[src/rtl/fp_nr_pkg.sv]
// Shared types, constants and special-operand classification for the
// Newton-Raphson reciprocal / divide unit.
package fp_nr_pkg;

  typedef enum logic [2:0] {
    IDLE, SEED, MUL1, SUB, MUL2, FINAL, DONE
  } nr_state_t;

  localparam logic [31:0] FP_TWO     = 32'h40000000;
  localparam logic [31:0] FP_QNAN    = 32'h7FC00000;
  localparam logic [31:0] FP_POS_INF = 32'h7F800000;

  typedef struct packed {
    logic        valid;
    logic [31:0] result;
  } special_t;

  function automatic logic [31:0] flush_denormal(input logic [31:0] v);
    return (v[30:23] == 8'h00) ? {v[31], 31'h0} : v;
  endfunction

  // Operands whose quotient is NaN, inf or zero bypass the iteration
  function automatic special_t is_special(input logic [31:0] a_in,
                                          input logic [31:0] b_in,
                                          input logic        divide);
    logic [31:0] a, b;
    logic        a_nan, b_nan, a_inf, b_inf, a_zero, b_zero, sgn;
    special_t    r;
    a      = flush_denormal(a_in);
    b      = flush_denormal(b_in);
    a_zero = (a[30:0] == 31'h0);
    b_zero = (b[30:0] == 31'h0);
    a_inf  = (a[30:0] == FP_POS_INF[30:0]);
    b_inf  = (b[30:0] == FP_POS_INF[30:0]);
    a_nan  = (a[30:23] == 8'hFF) && (a[22:0] != 23'h0);
    b_nan  = (b[30:23] == 8'hFF) && (b[22:0] != 23'h0);
    sgn    = divide ? (a[31] ^ b[31]) : b[31];
    r.valid  = 1'b1;
    r.result = FP_QNAN;
    if (b_nan || (divide && a_nan))
      r.result = FP_QNAN;
    else if (b_zero)
      r.result = (divide && a_zero) ? FP_QNAN : {sgn, FP_POS_INF[30:0]};
    else if (b_inf)
      r.result = (divide && a_inf) ? FP_QNAN : {sgn, 31'h0};
    else if (divide && a_zero)
      r.result = {sgn, 31'h0};
    else
      r.valid = 1'b0;
    return r;
  endfunction

endpackage

[src/rtl/fp_reciprocal_iterative_if.sv]
// Start/done handshake and operand/result bus of the reciprocal unit.
interface fp_reciprocal_iterative_if;
  logic        start;
  logic        divide;
  logic [31:0] operand_1;
  logic [31:0] operand_2;
  logic        busy;
  logic        done;
  logic [31:0] solution;

  modport master (output start, divide, operand_1, operand_2,
                  input  busy, done, solution);
  modport slave  (input  start, divide, operand_1, operand_2,
                  output busy, done, solution);
endinterface

[src/rtl/Alu_addAndSubtract.sv]
// Single-precision add/subtract: denormals flushed, round-to-nearest-even.
module Alu_addAndSubtract (
  input  logic        subtract,
  input  logic [31:0] operand_1,
  input  logic [31:0] operand_2,
  output logic [31:0] result
);
  import fp_nr_pkg::*;

  function automatic logic [24:0] round_rne(input logic [23:0] m, input logic g, input logic s);
    return {1'b0, m} + 25'(g & (s | m[0]));
  endfunction

  logic [31:0]       op_b, op_hi, op_lo;
  logic [7:0]        diff;
  logic [26:0]       m_hi, m_lo;
  logic [27:0]       sum;
  logic              zero_sum;
  logic [4:0]        lz;
  logic signed [9:0] exp_r;
  logic [24:0]       rnd;
  logic [22:0]       frac;

  // Align the smaller magnitude with guard/round/sticky, add, renormalise, round
  always_comb begin
    op_b = {operand_2[31] ^ subtract, operand_2[30:0]};
    if (operand_1[30:0] >= op_b[30:0]) begin
      op_hi = operand_1;
      op_lo = op_b;
    end else begin
      op_hi = op_b;
      op_lo = operand_1;
    end
    diff = op_hi[30:23] - op_lo[30:23];
    m_hi = {1'b1, op_hi[22:0], 3'b000};
    m_lo = {1'b1, op_lo[22:0], 3'b000};
    if (diff > 8'd26)
      m_lo = 27'd1;
    else
      m_lo = (m_lo >> diff) | 27'(|(m_lo & ~(27'h7FFFFFF << diff)));
    if (op_hi[31] == op_lo[31])
      sum = {1'b0, m_hi} + {1'b0, m_lo};
    else
      sum = {1'b0, m_hi} - {1'b0, m_lo};
    zero_sum = (sum == 28'h0);
    exp_r    = $signed({2'b00, op_hi[30:23]});
    if (sum[27]) begin
      sum   = {1'b0, sum[27:2], sum[1] | sum[0]};
      exp_r = exp_r + 10'sd1;
    end
    lz = 5'd0;
    for (int i = 0; i < 27; i++)
      if (sum[i]) lz = 5'(26 - i);
    sum   = sum << lz;
    exp_r = exp_r - $signed({5'b0, lz});
    rnd   = round_rne(sum[26:3], sum[2], |sum[1:0]);
    frac  = rnd[24] ? rnd[23:1] : rnd[22:0];
    exp_r = exp_r + $signed({9'b0, rnd[24]});
    if (op_hi[30:23] == 8'hFF)
      result = (op_hi[22:0] != 23'h0 || (op_lo[30:0] == FP_POS_INF[30:0] && op_hi[31] != op_lo[31]))
               ? FP_QNAN : op_hi;
    else if (op_hi[30:23] == 8'h00)
      result = {op_hi[31] & op_lo[31], 31'h0};
    else if (op_lo[30:23] == 8'h00)
      result = op_hi;
    else if (zero_sum || exp_r <= 10'sd0)
      result = {zero_sum ? 1'b0 : op_hi[31], 31'h0};
    else if (exp_r >= 10'sd255)
      result = {op_hi[31], FP_POS_INF[30:0]};
    else
      result = {op_hi[31], exp_r[7:0], frac};
  end
endmodule

[src/rtl/Alu_multiplication.sv]
// Single-precision multiply: denormals flushed, round-to-nearest-even.
module Alu_multiplication (
  input  logic [31:0] operand_1,
  input  logic [31:0] operand_2,
  output logic [31:0] result
);
  import fp_nr_pkg::*;

  function automatic logic [24:0] round_rne(input logic [23:0] m, input logic g, input logic s);
    return {1'b0, m} + 25'(g & (s | m[0]));
  endfunction

  logic              sgn, grd, stk;
  logic [7:0]        ea, eb;
  logic [47:0]       prod;
  logic signed [9:0] exp_r;
  logic [23:0]       mant;
  logic [24:0]       rnd;
  logic [22:0]       frac;

  // Normalise the 48-bit significand product, round, then apply IEEE specials
  always_comb begin
    ea    = operand_1[30:23];
    eb    = operand_2[30:23];
    sgn   = operand_1[31] ^ operand_2[31];
    prod  = 48'({1'b1, operand_1[22:0]}) * 48'({1'b1, operand_2[22:0]});
    exp_r = $signed({2'b00, ea}) + $signed({2'b00, eb}) - 10'sd127;
    if (prod[47]) begin
      mant  = prod[47:24];
      grd   = prod[23];
      stk   = |prod[22:0];
      exp_r = exp_r + 10'sd1;
    end else begin
      mant  = prod[46:23];
      grd   = prod[22];
      stk   = |prod[21:0];
    end
    rnd   = round_rne(mant, grd, stk);
    frac  = rnd[24] ? rnd[23:1] : rnd[22:0];
    exp_r = exp_r + $signed({9'b0, rnd[24]});
    if ((ea == 8'hFF && operand_1[22:0] != 23'h0) || (eb == 8'hFF && operand_2[22:0] != 23'h0))
      result = FP_QNAN;
    else if (ea == 8'hFF || eb == 8'hFF)
      result = (ea == 8'h00 || eb == 8'h00) ? FP_QNAN : {sgn, FP_POS_INF[30:0]};
    else if (ea == 8'h00 || eb == 8'h00)
      result = {sgn, 31'h0};
    else if (exp_r >= 10'sd255)
      result = {sgn, FP_POS_INF[30:0]};
    else if (exp_r <= 10'sd0)
      result = {sgn, 31'h0};
    else
      result = {sgn, exp_r[7:0], frac};
  end
endmodule

[src/rtl/fp_nr_seed.sv]
// Initial estimate and special-case detection, kept out of the FSM.
module fp_nr_seed #(
  parameter logic [31:0] SEED_MAGIC = 32'h7EF311C3
) (
  input  logic [31:0] operand_1,
  input  logic [31:0] operand_2,
  input  logic        divide,
  output logic [31:0] seed,
  output logic        special,
  output logic [31:0] special_result
);
  import fp_nr_pkg::*;

  logic [31:0] b_flush;
  special_t    chk;

  // Integer-subtract seed keeps the sign of b; denormal b is treated as zero
  always_comb begin
    b_flush        = flush_denormal(operand_2);
    chk            = is_special(operand_1, operand_2, divide);
    seed           = {b_flush[31], SEED_MAGIC[30:0] - b_flush[30:0]};
    special        = chk.valid;
    special_result = chk.result;
  end
endmodule

[src/rtl/fp_reciprocal_iterative.sv]
// Sequential single-precision reciprocal/divide: seed, then ITERATIONS
// Newton-Raphson steps x <- x*(2 - b*x) on one shared multiplier and adder,
// with an optional a*x multiply for division.
module fp_reciprocal_iterative
  import fp_nr_pkg::*;
#(
  parameter int unsigned ITERATIONS = 3,
  parameter logic [31:0] SEED_MAGIC = 32'h7EF311C3
) (
  input logic                      clk,
  input logic                      rst_n,
  fp_reciprocal_iterative_if.slave bus
);

  nr_state_t   state, state_nxt;
  logic        accept, last_iter, div_q, special;
  logic [31:0] a_q, b_q, x, t, solution_q;
  logic [31:0] mul_a, mul_b, mul_y, add_y, seed, special_result;
  logic [2:0]  iter;

  assign last_iter    = (iter == 3'(ITERATIONS - 1));
  assign bus.solution = solution_q;

  fp_nr_seed #(.SEED_MAGIC(SEED_MAGIC)) u_seed (
    .operand_1(a_q), .operand_2(b_q), .divide(div_q),
    .seed(seed), .special(special), .special_result(special_result)
  );

  Alu_multiplication u_mul (.operand_1(mul_a), .operand_2(mul_b), .result(mul_y));

  // 2 - t is done as an add of 2.0 and t with its sign flipped
  Alu_addAndSubtract u_add (
    .subtract(1'b0), .operand_1(FP_TWO), .operand_2({~t[31], t[30:0]}), .result(add_y)
  );

  // Multiplier operand selection: b*x, x*t, or a*x for the final divide step
  always_comb begin
    mul_a = b_q;
    mul_b = x;
    case (state)
      MUL2:    begin mul_a = x;   mul_b = t; end
      FINAL:   begin mul_a = a_q; mul_b = x; end
      default: ;
    endcase
  end

  // State register
  always_ff @(posedge clk) begin
    if (!rst_n) state <= IDLE;
    else        state <= state_nxt;
  end

  // Next-state and handshake outputs; DONE can accept a new request directly
  always_comb begin
    state_nxt = state;
    accept    = 1'b0;
    bus.busy  = (state != IDLE) && (state != DONE);
    bus.done  = (state == DONE);
    case (state)
      IDLE:    begin accept = bus.start; if (bus.start) state_nxt = SEED; end
      SEED:    state_nxt = special ? DONE : MUL1;
      MUL1:    state_nxt = SUB;
      SUB:     state_nxt = MUL2;
      MUL2:    state_nxt = !last_iter ? MUL1 : (div_q ? FINAL : DONE);
      FINAL:   state_nxt = DONE;
      DONE:    begin accept = bus.start; state_nxt = bus.start ? SEED : IDLE; end
      default: state_nxt = IDLE;
    endcase
  end

  // Operand capture on the accepting edge; the bus is free afterwards
  always_ff @(posedge clk) begin
    if (accept) begin
      a_q   <= bus.operand_1;
      b_q   <= bus.operand_2;
      div_q <= bus.divide;
    end
  end

  // Iteration registers; solution is written on the edge entering DONE
  always_ff @(posedge clk) begin
    if (!rst_n) begin
      x          <= '0;
      t          <= '0;
      iter       <= '0;
      solution_q <= '0;
    end else begin
      case (state)
        SEED: begin
          if (special) solution_q <= special_result;
          else begin
            x    <= seed;
            iter <= '0;
          end
        end
        MUL1: t <= mul_y;
        SUB:  t <= add_y;
        MUL2: begin
          x <= mul_y;
          if (!last_iter)  iter <= iter + 3'd1;
          else if (!div_q) solution_q <= mul_y;
        end
        FINAL: begin
          x          <= mul_y;
          solution_q <= mul_y;
        end
        default: ;
      endcase
    end
  end

endmodule

[src/flat_wrapper.sv]
// flat-port wrapper written by rule: the top's interface ports become plain ports
module fp_reciprocal_iterative_flat import fp_nr_pkg::*;
#(
  parameter int unsigned ITERATIONS = 3,
  parameter logic [31:0] SEED_MAGIC = 32'h7EF311C3
)
  (clk, rst_n, bus_start, bus_divide, bus_operand_1, bus_operand_2, bus_busy, bus_done, bus_solution);
  fp_reciprocal_iterative_if bus_i ();
  input logic clk;
  input logic rst_n;
  input wire logic [$bits(bus_i.start)-1:0] bus_start;
  input wire logic [$bits(bus_i.divide)-1:0] bus_divide;
  input wire logic [$bits(bus_i.operand_1)-1:0] bus_operand_1;
  input wire logic [$bits(bus_i.operand_2)-1:0] bus_operand_2;
  output wire logic [$bits(bus_i.busy)-1:0] bus_busy;
  output wire logic [$bits(bus_i.done)-1:0] bus_done;
  output wire logic [$bits(bus_i.solution)-1:0] bus_solution;
  assign bus_i.start = bus_start;
  assign bus_i.divide = bus_divide;
  assign bus_i.operand_1 = bus_operand_1;
  assign bus_i.operand_2 = bus_operand_2;
  assign bus_busy = bus_i.busy;
  assign bus_done = bus_i.done;
  assign bus_solution = bus_i.solution;
  fp_reciprocal_iterative #(.ITERATIONS(ITERATIONS), .SEED_MAGIC(SEED_MAGIC)) u_core (.clk(clk), .rst_n(rst_n), .bus(bus_i));
endmodule
[config.mk]
export PLATFORM = sky130hd
export DESIGN_NAME = fp_reciprocal_iterative_flat
export DESIGN_NICKNAME = d
export VERILOG_FILES = /design/src/rtl/fp_nr_pkg.sv /design/src/rtl/fp_reciprocal_iterative_if.sv /design/src/rtl/Alu_addAndSubtract.sv /design/src/rtl/Alu_multiplication.sv /design/src/rtl/fp_nr_seed.sv /design/src/rtl/fp_reciprocal_iterative.sv /design/src/flat_wrapper.sv
export SDC_FILE = /design/constraint.sdc
export NUM_CORES = 2
export LEC_CHECK = 0
export CAP_MARGIN = 20
export CORE_UTILIZATION = 65
export CTS_CLUSTER_DIAMETER = 80
export CTS_CLUSTER_SIZE = 40
export DETAILED_ROUTE_END_ITERATION = 10
export GPL_TIMING_DRIVEN = 0
export PLACE_DENSITY_LB_ADDON = 0.05
export RECOVER_POWER = 100
export SYNTH_ARGS = -nofsm -noshare
export SYNTH_HDL_FRONTEND = slang
export SYNTH_SLANG_ARGS = --single-unit
[constraint.sdc]
create_clock -name clk -period 20.7 [get_ports clk]
set_input_delay 4.14 -clock clk [delete_from_list [all_inputs] [get_ports clk]]
set_output_delay 4.14 -clock clk [all_outputs]
set_load 0.01 [all_outputs]
# After elaboration in Yosys (flattened, before gate mapping)
# Index checks and enable logic that the tools add are counted.
totals:
  regBits: 167
  elab_cells: 196
  out_inout_bits: 34
op_classes:
  n_addsub: 14
  n_bitwise: 12
  n_mul: 1
  n_shift: 3
  n_reduce_logical: 44
  magnitude_cmp: 6
  n_mux: 84
  eq_ne: 24
op_table:
  columns: ["operator", "count"]
  rows:
  - ["32-bit 2-to-1 mux", 21]
  - ["32-bit case mux with 2 select lines", 3]
  - ["31-bit 2-to-1 mux", 6]
  - ["5-bit 2-to-1 mux", 27]
  - ["23-bit nonzero test", 5]
  - ["32-bit case mux with 3 select lines", 1]
  - ["31-bit equality test, second input constant", 3]
  - ["31-bit zero test", 2]
  - ["27-bit 2-to-1 mux", 2]
  - ["24-bit by 1-bit adder with 25-bit output", 2]
  - ["8-bit zero test", 6]
  - ["24-bit by 24-bit multiplier with 48-bit output", 1]
  - ["23-bit 2-to-1 mux", 2]
  - ["8-bit equality test, second input constant", 5]
  - ["31-bit greater-or-equal comparator, first input constant", 1]
  - ["31-bit subtractor, first input constant", 1]
  - ["27-bit by 27-bit adder with 28-bit output", 1]
  - ["28-bit zero test", 1]
  - ["28-bit 2-to-1 mux", 1]
  - ["28-bit by 5-bit left shift with 27-bit output", 1]
  - ["27-bit by 27-bit subtractor with 28-bit output", 1]
  - ["27-bit AND", 1]
  - ["27-bit inverter", 1]
  - ["27-bit by 1-bit OR with 27-bit output", 1]
  - ["other kinds (45)", 92]

# Longest topological paths before layout
logic_depth:
  depth_word: 53
  mapped_depth: 66
  ltp_nobuf: 58

# Hierarchy
# A second synthesis with hierarchy kept.
hier_totals:
  hier_cells: 5771
  area_unflattened_um2: 44546.5
by_module_without_submodules:
  columns: ["mod", "seq_area_each_um2", "cells_per_inst", "area_per_inst_um2", "n_inst"]
  rows:
  - ["Alu_multiplication", 0.0, 2724, 22407.7, 1]
  - ["Alu_addAndSubtract", 0.0, 2106, 13155.1, 1]
  - ["fp_reciprocal_iterative", 3993.8, 729, 7583.5, 1]
  - ["fp_nr_seed", 0.0, 212, 1400.1, 1]

# Worst setup path before layout
# OpenSTA, ideal clock, no wires.
synth_timing:
  path_kind: "register -> register"
  from: "register u_core.state[1]"
  to: "register u_core.x[7]"
  path_stages_with_launch: 61
  setup_slack_ps: 5274
  setup_ps: 65
  period_less_slack_ps: 15426
  t_required_ps: 20635
  arrival_time_ps: 15361
  cell_sequence: "dfxtp_1 > nand2b_1 > nor2_1 > clkbuf_1 > buf_1 > mux2i_1 > clkbuf_1 > nor2_1 > fa_1 > inv_1 > fa_1 > inv_1 > fa_1 > ha_1 > inv_1 > fa_1 > inv_1 > fa_1 > (+25 left out) > nand2b_1 > clkbuf_1 > inv_1 > ha_1 > nand4_1 > mux2_2 > or3_1 > nor4_1 > xnor2_1 > and2_1 > clkbuf_1 > or4b_2 > nor2_1 > clkbuf_1 > nand2_1 > a221oi_1 > a21oi_1 > nor2_1"
synth_via:
  elab_chain_len: 16
  elab_cells_between_ends: 43
  classes_between: "add/sub (5); mul (1); order compare (2); eq/ne (6); mux (13); bitwise (2); reduce/logical (14)"
synth_rtl:
  columns: ["item", "line_no", "rtl"]
  rows:
  - ["start, declared", "fp_reciprocal_iterative.sv:15", "nr_state_t state, state_nxt;"]
  - ["start signal, assigned", "fp_reciprocal_iterative.sv:50", "else state <= state_nxt;"]
  - ["3-bit equality test", "fp_reciprocal_iterative.sv:40, fp_reciprocal_iterative.sv:88", null]
  - ["32-bit case mux with 2 select lines or 32-bit 2-to-1 mux (tied branches)", "fp_reciprocal_iterative.sv:40", "case (state)"]
  - ["24-bit by 24-bit multiplier with 48-bit output", "Alu_multiplication.sv:26", "prod = 48'({1'b1, operand_1[22:0]}) * 48'({1'b1, operand_2[22:0]});"]
  - ["23-bit OR reduction or 22-bit OR reduction (tied branches)", "Alu_multiplication.sv:31, Alu_multiplication.sv:36", null]
  - ["1-bit 2-to-1 mux", "Alu_multiplication.sv:28", "if (prod[47]) begin"]
  - ["1-bit OR", "Alu_multiplication.sv:10", "return {1'b0, m} + 25'(g & (s | m[0]));"]
  - ["1-bit AND", "Alu_multiplication.sv:10", null]
  - ["24-bit by 1-bit adder with 25-bit output", "Alu_multiplication.sv:10", null]
  - ["10-bit by 2-bit adder with 10-bit output", "Alu_multiplication.sv:40", "exp_r = exp_r + $signed({9'b0, rnd[24]});"]
  - ["10-bit by 1-bit less-or-equal comparator with 1-bit output", "Alu_multiplication.sv:49", "else if (exp_r <= 10'sd0)"]
  - ["31-bit 2-to-1 mux", "Alu_multiplication.sv:49", null]
  - ["31-bit 2-to-1 mux", "Alu_multiplication.sv:47", "else if (exp_r >= 10'sd255)"]
  - ["31-bit 2-to-1 mux", "Alu_multiplication.sv:45", "else if (ea == 8'h00 || eb == 8'h00)"]
  - ["32-bit 2-to-1 mux", "Alu_multiplication.sv:43", "else if (ea == 8'hFF || eb == 8'hFF)"]
  - ["32-bit 2-to-1 mux", "Alu_multiplication.sv:41", "if ((ea == 8'hFF && operand_1[22:0] != 23'h0) || (eb == 8'hFF && operand_2[22:0] != 23'h0))"]
  - ["32-bit case mux with 2 select lines", "fp_reciprocal_iterative.sv:88", "case (state)"]
  - ["end signal, assigned", "fp_reciprocal_iterative.sv:99", "x <= mul_y;"]
  - ["end signal, assigned", "fp_reciprocal_iterative.sv:104", "x <= mul_y;"]
  - ["end, declared", "fp_reciprocal_iterative.sv:17", "logic [31:0] a_q, b_q, x, t, solution_q;"]
# Several ways; a longest one is shown, not always the timed one.
# A chain may end at the register's enable or synchronous reset.

# Final worst setup path
layout_timing:
  from: "register u_core.state[0]"
  to: "register u_core.t[13]"
layout_via:
  elab_chain_len: 16
  elab_cells_between_ends: 41
  classes_between: "add/sub (5); mul (1); order compare (2); eq/ne (6); mux (13); bitwise (2); reduce/logical (12)"
layout_rtl:
  columns: ["item", "line_no", "rtl"]
  rows:
  - ["3-bit equality test", "fp_reciprocal_iterative.sv:40", null]
  - ["32-bit case mux with 2 select lines or 32-bit 2-to-1 mux (tied branches)", "fp_reciprocal_iterative.sv:40", null]
  - ["24-bit by 24-bit multiplier with 48-bit output", "Alu_multiplication.sv:26", null]
  - ["23-bit OR reduction or 22-bit OR reduction (tied branches)", "Alu_multiplication.sv:31, Alu_multiplication.sv:36", null]
  - ["1-bit 2-to-1 mux", "Alu_multiplication.sv:28", null]
  - ["1-bit OR", "Alu_multiplication.sv:10", null]
  - ["1-bit AND", "Alu_multiplication.sv:10", null]
  - ["24-bit by 1-bit adder with 25-bit output", "Alu_multiplication.sv:10", null]
  - ["10-bit by 2-bit adder with 10-bit output", "Alu_multiplication.sv:40", null]
  - ["10-bit by 1-bit less-or-equal comparator with 1-bit output", "Alu_multiplication.sv:49", null]
  - ["31-bit 2-to-1 mux", "Alu_multiplication.sv:49", null]
  - ["31-bit 2-to-1 mux", "Alu_multiplication.sv:47", null]
  - ["31-bit 2-to-1 mux", "Alu_multiplication.sv:45", null]
  - ["32-bit 2-to-1 mux", "Alu_multiplication.sv:43", null]
  - ["32-bit 2-to-1 mux", "Alu_multiplication.sv:41", null]
  - ["32-bit case mux with 2 select lines", "fp_reciprocal_iterative.sv:88", null]
  - ["end signal, assigned", "fp_reciprocal_iterative.sv:96", "MUL1: t <= mul_y;"]
  - ["end signal, assigned", "fp_reciprocal_iterative.sv:97", "SUB: t <= add_y;"]
  - ["end, declared", "fp_reciprocal_iterative.sv:17", null]
# Several ways; a longest one is shown, not always the timed one.

==> impl_metrics.env <==
export IMPL_status="finished, violations left"
export IMPL_violations="capacitance limit, slew limit"
export IMPL_vias=40453
export IMPL_finalSetupTns_ps=0
export IMPL_power_share_switching_pct=59.9
export IMPL_yosysUniqueCellTypes=128
export IMPL_finalHoldViolCount=0
export IMPL_gp_congestion=1.07
export IMPL_setup_viol=0
export IMPL_rrSetupSlack_ps=440
export IMPL_pwr_share_comb_pct=88.2
export IMPL_synth_nets=5820
export IMPL_worst_setup_path_type="flip-flop to flip-flop"
export IMPL_required_ps=21080
export IMPL_period_share_pct=97.9
export IMPL_crit_start="u_core.state[0]"
export IMPL_core_area_mm2=0.0592
export IMPL_max_stage_delay_ps=880
export IMPL_path_buf_inv=13
export IMPL_initial_core_util_pct=66.0
export IMPL_r2r_start="u_core.state[0]"
export IMPL_cpLargestDelayFamily="buffers and inverters"
export IMPL_cts_tree="done"
export IMPL_drive_gt1_share_pct=4.88
export IMPL_tightest_slew_ps=2310
export IMPL_finalCriticalPeriod_ps=20260
export IMPL_cts_root_buf="clkbuf_16"
export IMPL_path_depth=57
export IMPL_cp_end_kind="flip-flop"
export IMPL_syn_inst=5007
export IMPL_fin_skew_ps=12.9
export IMPL_yosys_warnings=0
export IMPL_postRouteAntennaNets=0
export IMPL_syn2layout_area_growth_pct=7.25
export IMPL_wirelength_um=152000
export IMPL_cp_endpoint="u_core.t[13]"
export IMPL_grt_ovfl_total=0
export IMPL_yosysTopAreaCell="fa_1"
export IMPL_synthArstFlopShare_pct=0
export IMPL_nets=5959
export IMPL_num_rows=89
export IMPL_clkLatencyLatePin_ps=450
export IMPL_worstRegToRegCells=57
export IMPL_grt_pass1_vias=38356
export IMPL_fin_total_pwr_uw=6310
export IMPL_viasPerCell=6.82
export IMPL_cts_htree_levels=4
export IMPL_drt_wirelength_per_cell_um=25.6
export IMPL_ir_worst_vdd_mv=0.301
export IMPL_fmax_mhz=49.4
export IMPL_intPower_uw=2530
export IMPL_switchingPower_uw=3780
export IMPL_drt_first_pass_iters=8
export IMPL_drv_cap=2
export IMPL_grt_max_degree=40
export IMPL_numCtsBuffers=17
export IMPL_antenna_found_initial=5
export IMPL_synth_edf_count=65
export IMPL_path_clk_slew_ps=70
export IMPL_dp_hpwl_um=123000
export IMPL_reg2reg_to="u_core.t[13]"
export IMPL_hp_class="flip-flop to flip-flop"
export IMPL_synthesis_area_mm2=0.0391
export IMPL_fp_dieH_um=247
export IMPL_cp_common_cell="clkbuf_1"
export IMPL_first_iter_violations=5633
export IMPL_crit_slowest_cell="clkinv_1"
export IMPL_yosys_most_used_dff="dfxtp_1"
export IMPL_p_leak_uw=0.0187
export IMPL_io_pin_count=102
export IMPL_grt_pass1_wl_um=226000
export IMPL_synth_area_top_cells="fa_1 25%, ha_1 8.3%, nand2_1 6.6%"
export IMPL_die_area_mm2=0.0611
export IMPL_final_max_slew_viol_count=68
export IMPL_grt_usage_pct=49.1
export IMPL_cp_start_kind="flip-flop"
export IMPL_ys_seq_area_share_pct=10.2
export IMPL_post_route_drc_count=0
export IMPL_die_w_um=247
export IMPL_io_buffers=101
export IMPL_cts_sinks=167
export IMPL_slew_headroom_pct=-54.5
export IMPL_arrival_ps=20640
export IMPL_pwr_share_clk_pct=5.4
export IMPL_cts_max_path_buffers=2
export IMPL_critPathMaxFanout=10
export IMPL_seqPwrFrac_pct=6.4
export IMPL_avgSynthCellArea_um2=7.81
export IMPL_ctsHoldBuffers=0
export IMPL_pwr_density_cell_mw_per_mm2=151
export IMPL_ys_ff_latch=167
export IMPL_synth_top_cell_area_share_pct=24.8
## final cells by class
type / instances / area (um^2)
Timing Repair Buffer: 120 / 1140
Multi-Input combinational cell: 3912 / 31600
Tap cell: 773 / 967
Antenna cell: 1 / 2.50
Buffer: 289 / 1210
Inverter: 639 / 2420
Fill cell: 4811 / 17300
Clock inverter: 15 / 189
Clock buffer: 17 / 425
Sequential cell: 167 / 3990
## cell usage in the layout (no fill, tap or decap), drive strengths merged, types with 125 or more instances in the layout
| cell type | count |
|---|---|
| a21oi | 298 |
| clkbuf | 254 |
| fa | 485 |
| ha | 260 |
| inv | 635 |
| mux2i | 125 |
| nand2 | 692 |
| nor2 | 475 |
| o21ai | 234 |
## worst min-delay path by stage
stage / start / endpoint / slack, ps / cells after the start
global route: u_core.bus.solution[18] / u_core.bus.solution[18] / 490 / 2
global placement: u_core.bus.solution[21] / u_core.bus.solution[21] / 440 / 2
CTS: u_core.bus.solution[22] / u_core.bus.solution[22] / 460 / 2
finish: u_core.bus.solution[22] / u_core.bus.solution[22] / 450 / 2
detailed placement: u_core.bus.solution[22] / u_core.bus.solution[22] / 450 / 2
floorplan: u_core.x[12] / u_core.x[12] / 440 / 2
## tightest hold or removal path, stage by stage (launching register included)
cell	delay [ps]
dfxtp_1	310
nand2_1	50
a21oi_1	50
## Yosys cell counts, drive strengths merged (10+ instances only)
| cell type | number |
|---|---|
| nand2 | 692 |
| mux2i | 125 |
| o21bai | 27 |
| nand3 | 92 |
| nand4 | 56 |
| or3 | 24 |
| dfxtp | 102 |
| edfxtp | 65 |
| xor2 | 55 |
| inv | 628 |
| clkbuf | 226 |
| ha | 260 |
| a211o | 16 |
| mux2 | 43 |
| buf | 63 |
| o22ai | 21 |
| a221oi | 15 |
| and2 | 64 |
| o221ai | 14 |
| fa | 485 |
| nor3 | 96 |
| xnor2 | 102 |
| a2111oi | 16 |
| nor2 | 475 |
| a21boi | 16 |
| a31oi | 37 |
| a211oi | 45 |
| o211ai | 48 |
| a21oi | 298 |
| or2 | 32 |
| o21ai | 234 |
| nand2b | 53 |
| or4 | 19 |
| clkinv | 11 |
| nor4 | 62 |
| o21a | 20 |
| a22oi | 14 |
| and3 | 40 |
| a21o | 84 |
| o31ai | 20 |
| nor2b | 31 |
| o2111ai | 10 |
| nand3b | 10 |
## per-stage QoR
step	hold slack [ps]	worst slack, ps	util [%]	cells	area, um^2
2_1_floorplan	442	5270	-	5007	39100
3_3_place_gp	443	-736	69.3	5881	41100
3_5_place_dp	446	-126	69.5	5893	41200
4_1_cts	456	85.0	70.6	5925	41800
5_1_grt	490	-3.77	70.8	5932	41900
6_report	452	441	70.8	5933	41900
## flip-flops by register name, indices dropped and copies added (netlist names)
signal and cells:
u_core.a_q 32, u_core.b_q 32, u_core.bus.solution 32, u_core.t 32
u_core.x 32, u_core.iter 3, u_core.state 3, u_core.div_q 1
## timing repair
item	4_1_cts	5_1_grt
setup endpoints to repair	21	69
buffers inserted	0	0
resized for setup	2	24
## routing by layer
metal,global-route usage (%),part of all wire (%),vias up
met5,1.72,0.12,-
met4,26.4,6.9,8
met2,72.2,42,3296
li1,-,-,17153
met3,17.4,15,819
met1,62.8,36,19177
## power by group through the flow
stage | combinational [uW] | sequential, uW | clock (uW)
final | 5570 | 403 | 343
after detailed placement | 5280 | 405 | 0
after CTS | 5310 | 398 | 340
after global placement | 5140 | 406 | 0
after global routing | 5950 | 402 | 355
after floorplan | 3820 | 390 | 0
## cell families (layout without fill, tap and decap cells)
kind of cell | after synthesis | count (layout) | share of synthesized area (%)
buffers and inverters | 928 | 1080 | 9.25
AOI/OAI and AO/OA | 1042 | 1042 | 17.6
and+or+nand+nor | 1794 | 1794 | 21.3
xor gates and xnor gates | 157 | 157 | 3.54
muxes | 174 | 174 | 4.89
adders and majority gates | 745 | 745 | 33.2
DFF | 167 | 167 | 10.2
other | 0 | 1 | 0
(Power assumes the default switching activity.)
